[src/rtl/fifo_word_unpacker_if.sv]
// FIFO read-side and narrow beat stream of the word unpacker.
// The slave modport is the unpacker's view and the master modport is the driver's view.
interface fifo_word_unpacker_if #(
    parameter int LANES  = 8,
    parameter int LANE_W = 64,
    parameter int CNT_W  = 32
);
    localparam int LW = $clog2(LANES);

    logic [LANES*LANE_W-1:0] FIFO_Q;
    logic                    FIFO_VALID;
    logic                    RD_EN;
    logic                    FLUSH;
    logic [LANE_W-1:0]       Q;
    logic [LW-1:0]           Q_LANE;
    logic                    Q_LAST;
    logic                    Q_VALID;
    logic                    Q_READY;
    logic [CNT_W-1:0]        WORD_CNT;

    modport master (
        output FIFO_Q, FIFO_VALID, FLUSH, Q_READY,
        input  RD_EN, Q, Q_LANE, Q_LAST, Q_VALID, WORD_CNT
    );

    modport slave (
        input  FIFO_Q, FIFO_VALID, FLUSH, Q_READY,
        output RD_EN, Q, Q_LANE, Q_LAST, Q_VALID, WORD_CNT
    );
endinterface

[src/rtl/fifo_word_unpacker.sv]
// Drains wide FWFT FIFO words into LANES narrow beats tagged with lane index/last, counts drained words.
// Latency: RD_EN same cycle as FIFO_VALID from idle, lane 0 one cycle later; one beat/cycle sustained.
// Backpressure: beat held stable while Q_READY is low; FIFO is popped only when the last lane leaves.
module fifo_word_unpacker #(
    parameter int LANES  = 8,
    parameter int LANE_W = 64,
    parameter int CNT_W  = 32
) (
    input logic                 CLK,
    input logic                 RST_N,
    fifo_word_unpacker_if.slave bus
);
    localparam int LW = $clog2(LANES);
    localparam logic [LW-1:0] LAST_LANE = LW'(LANES - 1);

    typedef enum logic {IDLE, STREAM} state_t;

    state_t            state_q, state_d;
    logic [LW-1:0]     lane_q, lane_d;
    logic [LANE_W-1:0] hold_q [LANES];
    logic [CNT_W-1:0]  cnt_q;
    logic              accept;
    logic              last_lane;
    logic              load;
    logic              cnt_inc;

    always_ff @(posedge CLK or negedge RST_N) begin
        if (!RST_N) begin
            state_q <= IDLE;
            lane_q  <= '0;
            cnt_q   <= '0;
            for (int k = 0; k < LANES; k++) hold_q[k] <= '0;
        end else begin
            state_q <= state_d;
            lane_q  <= lane_d;
            if (cnt_inc) cnt_q <= cnt_q + CNT_W'(1);
            if (load) begin
                for (int k = 0; k < LANES; k++) hold_q[k] <= bus.FIFO_Q[k*LANE_W +: LANE_W];
            end
        end
    end

    always_comb begin
        state_d   = state_q;
        lane_d    = lane_q;
        cnt_inc   = 1'b0;
        last_lane = (lane_q == LAST_LANE);
        accept    = (state_q == STREAM) & bus.Q_READY;
        // A new word may only enter when nothing is held or the last lane leaves this cycle.
        load      = bus.FIFO_VALID & ~bus.FLUSH &
                    ((state_q == IDLE) | (accept & last_lane));

        if (bus.FLUSH) begin
            state_d = IDLE;
            lane_d  = '0;
        end else if (load) begin
            state_d = STREAM;
            lane_d  = '0;
            cnt_inc = accept & last_lane;
        end else if (accept) begin
            if (last_lane) begin
                state_d = IDLE;
                lane_d  = '0;
                cnt_inc = 1'b1;
            end else begin
                lane_d = lane_q + LW'(1);
            end
        end
    end

    assign bus.RD_EN    = load & RST_N;
    assign bus.Q        = hold_q[lane_q];
    assign bus.Q_LANE   = lane_q;
    assign bus.Q_VALID  = (state_q == STREAM);
    assign bus.Q_LAST   = (state_q == STREAM) & last_lane;
    assign bus.WORD_CNT = cnt_q;
endmodule

[src/flat_wrapper.sv]
// flat-port wrapper written by rule: the top's interface ports become plain ports
module fifo_word_unpacker_flat 
#(
    parameter int LANES  = 8,
    parameter int LANE_W = 64,
    parameter int CNT_W  = 32
)
  (CLK, RST_N, bus_FIFO_Q, bus_FIFO_VALID, bus_FLUSH, bus_Q_READY, bus_RD_EN, bus_Q, bus_Q_LANE, bus_Q_LAST, bus_Q_VALID, bus_WORD_CNT);
  fifo_word_unpacker_if #(.LANES(LANES), .LANE_W(LANE_W), .CNT_W(CNT_W)) bus_i ();
  input logic CLK;
  input logic RST_N;
  input wire logic [$bits(bus_i.FIFO_Q)-1:0] bus_FIFO_Q;
  input wire logic [$bits(bus_i.FIFO_VALID)-1:0] bus_FIFO_VALID;
  input wire logic [$bits(bus_i.FLUSH)-1:0] bus_FLUSH;
  input wire logic [$bits(bus_i.Q_READY)-1:0] bus_Q_READY;
  output wire logic [$bits(bus_i.RD_EN)-1:0] bus_RD_EN;
  output wire logic [$bits(bus_i.Q)-1:0] bus_Q;
  output wire logic [$bits(bus_i.Q_LANE)-1:0] bus_Q_LANE;
  output wire logic [$bits(bus_i.Q_LAST)-1:0] bus_Q_LAST;
  output wire logic [$bits(bus_i.Q_VALID)-1:0] bus_Q_VALID;
  output wire logic [$bits(bus_i.WORD_CNT)-1:0] bus_WORD_CNT;
  assign bus_i.FIFO_Q = bus_FIFO_Q;
  assign bus_i.FIFO_VALID = bus_FIFO_VALID;
  assign bus_i.FLUSH = bus_FLUSH;
  assign bus_i.Q_READY = bus_Q_READY;
  assign bus_RD_EN = bus_i.RD_EN;
  assign bus_Q = bus_i.Q;
  assign bus_Q_LANE = bus_i.Q_LANE;
  assign bus_Q_LAST = bus_i.Q_LAST;
  assign bus_Q_VALID = bus_i.Q_VALID;
  assign bus_WORD_CNT = bus_i.WORD_CNT;
  fifo_word_unpacker #(.LANES(LANES), .LANE_W(LANE_W), .CNT_W(CNT_W)) u_core (.CLK(CLK), .RST_N(RST_N), .bus(bus_i));
endmodule
[config.mk]
export PLATFORM = sky130hd
export DESIGN_NAME = fifo_word_unpacker_flat
export DESIGN_NICKNAME = d
export VERILOG_FILES = /design/src/rtl/fifo_word_unpacker_if.sv /design/src/rtl/fifo_word_unpacker.sv /design/src/flat_wrapper.sv
export SDC_FILE = /design/constraint.sdc
export NUM_CORES = 1
export LEC_CHECK = 0
export BUFFER_PORTS_ARGS = -buffer_cell sky130_fd_sc_hd__buf_2
export CAP_MARGIN = 5
export CORE_AREA = 2 2 241 243
export CTS_CLUSTER_SIZE = 20
export DETAILED_ROUTE_END_ITERATION = 7
export DIE_AREA = 0 0 243 245
export GPL_ROUTABILITY_DRIVEN = 0
export PLACE_DENSITY = 0.67
export SYNTH_ARGS = -nofsm -noshare
export SYNTH_HDL_FRONTEND = slang
export SYNTH_SLANG_ARGS = --single-unit
[constraint.sdc]
create_clock -name CLK -period 5.7 [get_ports CLK]
set_input_delay 0.57 -clock CLK [delete_from_list [all_inputs] [get_ports CLK]]
set_output_delay 0.57 -clock CLK [all_outputs]
set_load 0.03 [all_outputs]
* Word-level counts from Yosys, hierarchy flattened
Cells that the tools add are included.
Operators by class: add/sub/neg operators 2, multiply operators 0, divide/modulo/power cells 0, order comparisons 1, equality and inequality tests 1, shift operators 0, multiplexer cells 15, bitwise gates (word level) 10, reductions and logical operators 3
Operators by type and width (number):
- $bmux W64 S3 | 1
- $mux W64 | 2
- $add A32 B1 Y32 const B | 1
- $mux W3 | 4
- $mux W1 | 8
- $and A1 B1 Y1 | 6
- $reduce_bool A3 Y1 | 2
- $ge A4 B4 Y1 const B | 1
- $not A3 Y4 | 1
- $add A3 B1 Y3 const B | 1
- $eq A3 B3 Y1 const B | 1
- $not A1 Y1 | 2
- $reduce_and A2 Y1 | 1
- $or A1 B1 Y1 | 1
Word-level totals: flip-flop bits (word level) 548, bits in latches 0, memory bits (writable) 0, ROM bits 0, bits of input ports 517, output and inout port bits 102, logic and storage cells 43, memories kept 0

* Logic depth before layout (Yosys ltp)
word-level depth 6, depth in mapped cells 8, depth with buffers taken out 6

* Worst setup path after synthesis
Ideal clock, no wire load.
path type register -> output, from reg u_core.lane_q[0], in the netlist u_core.bus.Q_LANE[0], to out bus_Q[0], arrival 2.096 ns, data required time 5.130 ns, setup slack 3.034 ns, stages on the path, launching flop included 6, buffers on the path 3, cell sequence dfrtp_1 -> clkbuf_1 -> clkbuf_1 -> buf_2 -> mux4_2 -> mux2_2
Between the ends: cells in the longest elaborated chain, start to end 4
RTL lines:
- start, declared | line fifo_word_unpacker.sv:19 | logic [LW-1:0] lane_q, lane_d;
- start signal, assigned | line fifo_word_unpacker.sv:35 | lane_q <= lane_d;
- $not A3 Y4 (not written as such) | line fifo_word_unpacker.sv:72 | assign bus.Q = hold_q[lane_q];
- $bmux W64 S3 | line fifo_word_unpacker.sv:72
- $mux W64 (not written as such) (2 in series) | line fifo_word_unpacker.sv:72
- end, declared | line flat_wrapper.sv:17 | output wire logic [$bits(bus_i.Q)-1:0] bus_Q;
No other way between the ends. The select of a mux whose other input is x is not followed.

* Worst setup path in the final report
from reg u_core.lane_q[0], in the netlist u_core.bus.Q_LANE[0], to out bus_Q[57]
Same word-level chain as after synthesis.

==> impl_metrics.csv <==
group,metric,value,unit
run_status,status,"complete, no violations",
clocking,path_clk_slew,0.06,ns
sta,drv_slew,0,
critical_path,arrival,3.42,ns
logic_synthesis,avgSynthCellArea,16.6,um^2
clocking,clockBufferDepth,3,
floorplanning,core-area,57000,um^2
critical_path,crit_type,"register to output port",
critical_path,critPathRequiredTime,5.13,ns
global_route,grt_usage,21.5,%
drt,routed-via-count,15200,
finish,postLayoutCoreUtil,53.1,%
finish,syn2layout_area_growth,24.5,%
logic_synthesis,yosys_register_bits,548,
flow_run,cap_violations,0,
critical_path,critPathTopFamily,"multiplexers",
critical_path,endpoint_kind,"output port",
floorplanning,start_util,42.6,%
clocking,clk_latency,0.60,ns
logic_synthesis,netlist_area,24300,um^2
sta,rsz0062_at_grt,"no",
drt,drt_wl_total,64500,um
sta,min_period,3.99,ns
drt,drc,0,
hold_path,hp-class,"input pin to register",
global_route,antenna_found_initial,51,
global_route,grt_pass1_vias,16500,
clocking,cts_root_buf,"clkbuf_16",
sta,fin_skew,0.0152,ns
place,dp_slack,2.09,ns
floorplanning,rows,88,
logic_synthesis,ys_warn_count,0,
drt,drtIter0Drc,633,
logic_synthesis,synth_cell_type_count,30,
logic_synthesis,synth_fp_nets,1985,
finish,register_area,13700,um^2
sta,worstMarginPinSlew,0.955,ns
critical_path,critPathMaxStageDelay,0.93,ns
floorplanning,die_y,245,um
place,dpl.hpwl,46400,um
drt,ant_nets,0,
critical_path,crit_path_start_kind,"register",
sta,final.setup.tns,0,ns
sta,finalSetupViolations,0,
drt,first_pass_iters,4,
pwr,peakVddDrop,0.282,mV
sta,max_freq,251,MHz
sta,period_share,69.9,%
finish,final_nets,2589,
finish,nFillCells,4848,
clocking,cts-buffers-inserted,59,
critical_path,path_buf_inv,2,
logic_synthesis,synth-seq-area-share,56.4,%
clocking,cts_sinks,548,
pwr,p_per_area,355,nW/um^2
clocking,h-tree-depth,2,
critical_path,slowest_stage,"dfrtp_4",
global_route,grt_pass1_wl,98100,um
floorplanning,die_x,243,um
clocking,cts_tree,"done",
finish,drive_gt1_share,68.0,%
drt,vias_per_cell,5.23,
critical_path,path_cells,"buf_4 -> mux4_2 -> mux2_2 -> buf_2",
sta,slew_headroom,36.3,%
global_route,grt-ovfl-total,0,
pwr,total_leakage_power,13.2,nW
sta,fin_ws,1.71,ns
floorplanning,die_area,59500,um^2
logic_synthesis,synth_cells,1465,
finish,multiInputGateArea,10200,um^2
place,port_buffers,618,
sta,hold_violations,0,
critical_path,path_max_fanout,37,
floorplanning,io_pins,619,
global_route,grt_max_degree,155,
drt,wl_per_cell,22.2,um
## cell type report
cell class              instances  share of cell area, %
clock inverters                16                  0.727
multi-input cells             821                   33.5
flip-flops and latches        548                   45.3
inverters                       3                 0.0372
clock buffers                  94                   5.95
diodes                         28                  0.231
well taps                     765                   3.16
repair buffers                636                   11.0
## final timing paths
kind / start / to / slack (ns) / cells after the start
hold / removal: bus_FIFO_Q[211] / u_core.hold_q[275]$_DFFE_PN0P_ / 0.20 / 2
setup reg to reg: u_core.bus.Q_LANE[0]$_DFFE_PN0P_ / u_core.hold_q[77]$_DFFE_PN0P_ / 2.20 / 7
min in group asynchronous: RST_N / u_core.hold_q[139]$_DFFE_PN0P_ / 0.52 / 2
max in group asynchronous: RST_N / u_core.hold_q[251]$_DFFE_PN0P_ / 3.88 / 3
hold reg to reg: u_core.bus.WORD_CNT[31]$_DFFE_PN0P_ / u_core.bus.WORD_CNT[31]$_DFFE_PN0P_ / 0.50 / 1
setup / recovery: u_core.bus.Q_LANE[0]$_DFFE_PN0P_ / bus_Q[57] / 1.71 / 4
## logic make-up after synthesis
kind of cell	Yosys count	share of synthesized area, %
xor gates and xnor gates	31	1.12
and+or+nand+nor	78	1.83
AOI/OAI and AO/OA	5	0.124
buffers and inverters	96	1.84
muxes	704	38.5
DFF	548	56.4
adders and majority gates	3	0.154
## cell usage after synthesis, drive strengths merged
| cell | instances | share of area [%] |
|---|---|---|
| mux2 | 576 | 27 |
| dfrtp | 548 | 56 |
| mux4 | 128 | 12 |
| buf | 72 | 1.5 |
| xnor2 | 23 | 0.83 |
| clkbuf | 21 | 0.32 |
| nand2 | 21 | 0.32 |
| nand4 | 12 | 0.37 |
| nand3 | 11 | 0.23 |
| nor3 | 9 | 0.19 |
| xor2 | 8 | 0.29 |
| nor2 | 7 | 0.12 |
| a21oi | 4 | 0.082 |
| and2 | 4 | 0.10 |
| and4 | 4 | 0.15 |
| nor4 | 4 | 0.13 |
| ha | 3 | 0.15 |
| inv | 3 | 0.046 |
| nand4b | 2 | 0.098 |
| a21bo | 1 | 0.041 |
| and3 | 1 | 0.026 |
| and4b | 1 | 0.041 |
| nand2b | 1 | 0.026 |
| or4 | 1 | 0.031 |
## metrics by stage
step / hold WS, ns / power (mW) / std cells / area [um^2]
2_1_floorplan: 0.274 / 6.23 / 1465 / 24300
3_3_place_gp: 0.462 / 6.80 / 2772 / 28200
3_5_place_dp: 0.478 / 6.91 / 2772 / 28200
4_1_cts: 0.146 / 10.9 / 2883 / 30200
5_1_grt: 0.169 / 11.2 / 2908 / 30300
6_report: 0.196 / 10.8 / 2911 / 30300
## cells in the final DEF, fill, tap and decap left out, types with 3 or more instances in the layout
master and n:
buf_2 617, mux2_2 576, dfrtp_1 545, mux4_2 128
clkbuf_16 61, diode_2 28, xnor2_1 23, nand2_1 21
clkbuf_1 18, clkbuf_8 15, nand3_1 11, nand4_1 11
nor3_1 9, buf_4 9, xor2_1 8, buf_12 8
nor2_1 6, clkinv_2 6, bufinv_16 5, a21oi_1 4
and2_1 4, inv_1 3, nor4_1 3, ha_1 3
clkinvlp_4 3, dfrtp_4 3
## worst register-to-register path: stages (launching register included)
cell	delay, ns
dfrtp_4	0.93
ha_1	0.27
ha_1	0.24
a21bo_2	0.17
nand2_1	0.09
nor2_4	0.51
buf_12	0.59
mux2_2	0.57
## what timing repair did
action | 4_1_cts | 5_1_grt
hold buffers | 1 | 0
buffers inserted | 0 | 0
gates resized for setup | 0 | 0
hold endpoints to repair | 51 | 0
## routing by layer
metal  up-vias  global-route usage (%)  share of wire, %
met3       156                    6.78               7.1
met4        42                    8.35               3.1
met1      7829                    26.2                40
met2       468                    35.9                50
met5         -                       0              0.41
li1       6730                       -                 -
## registers in the layout, indices dropped and copies added (netlist names)
signal / cells
u_core.hold_q: 512
u_core.bus.Q_LANE: 3
u_core.bus.Q_VALID: 1
u_core.bus.WORD_CNT: 32
## report_power, final
| part | total [mW] | leakage [nW] | switching, mW | internal (mW) |
|---|---|---|---|---|
| registers | 4.97 | 6.52 | 0.377 | 4.59 |
| clock network | 3.93 | 0.984 | 1.55 | 2.38 |
| logic | 1.86 | 5.71 | 0.759 | 1.10 |
| total | 10.8 | 13.2 | 2.69 | 8.07 |
No activity file was read; power rests on OpenSTA's default activity.
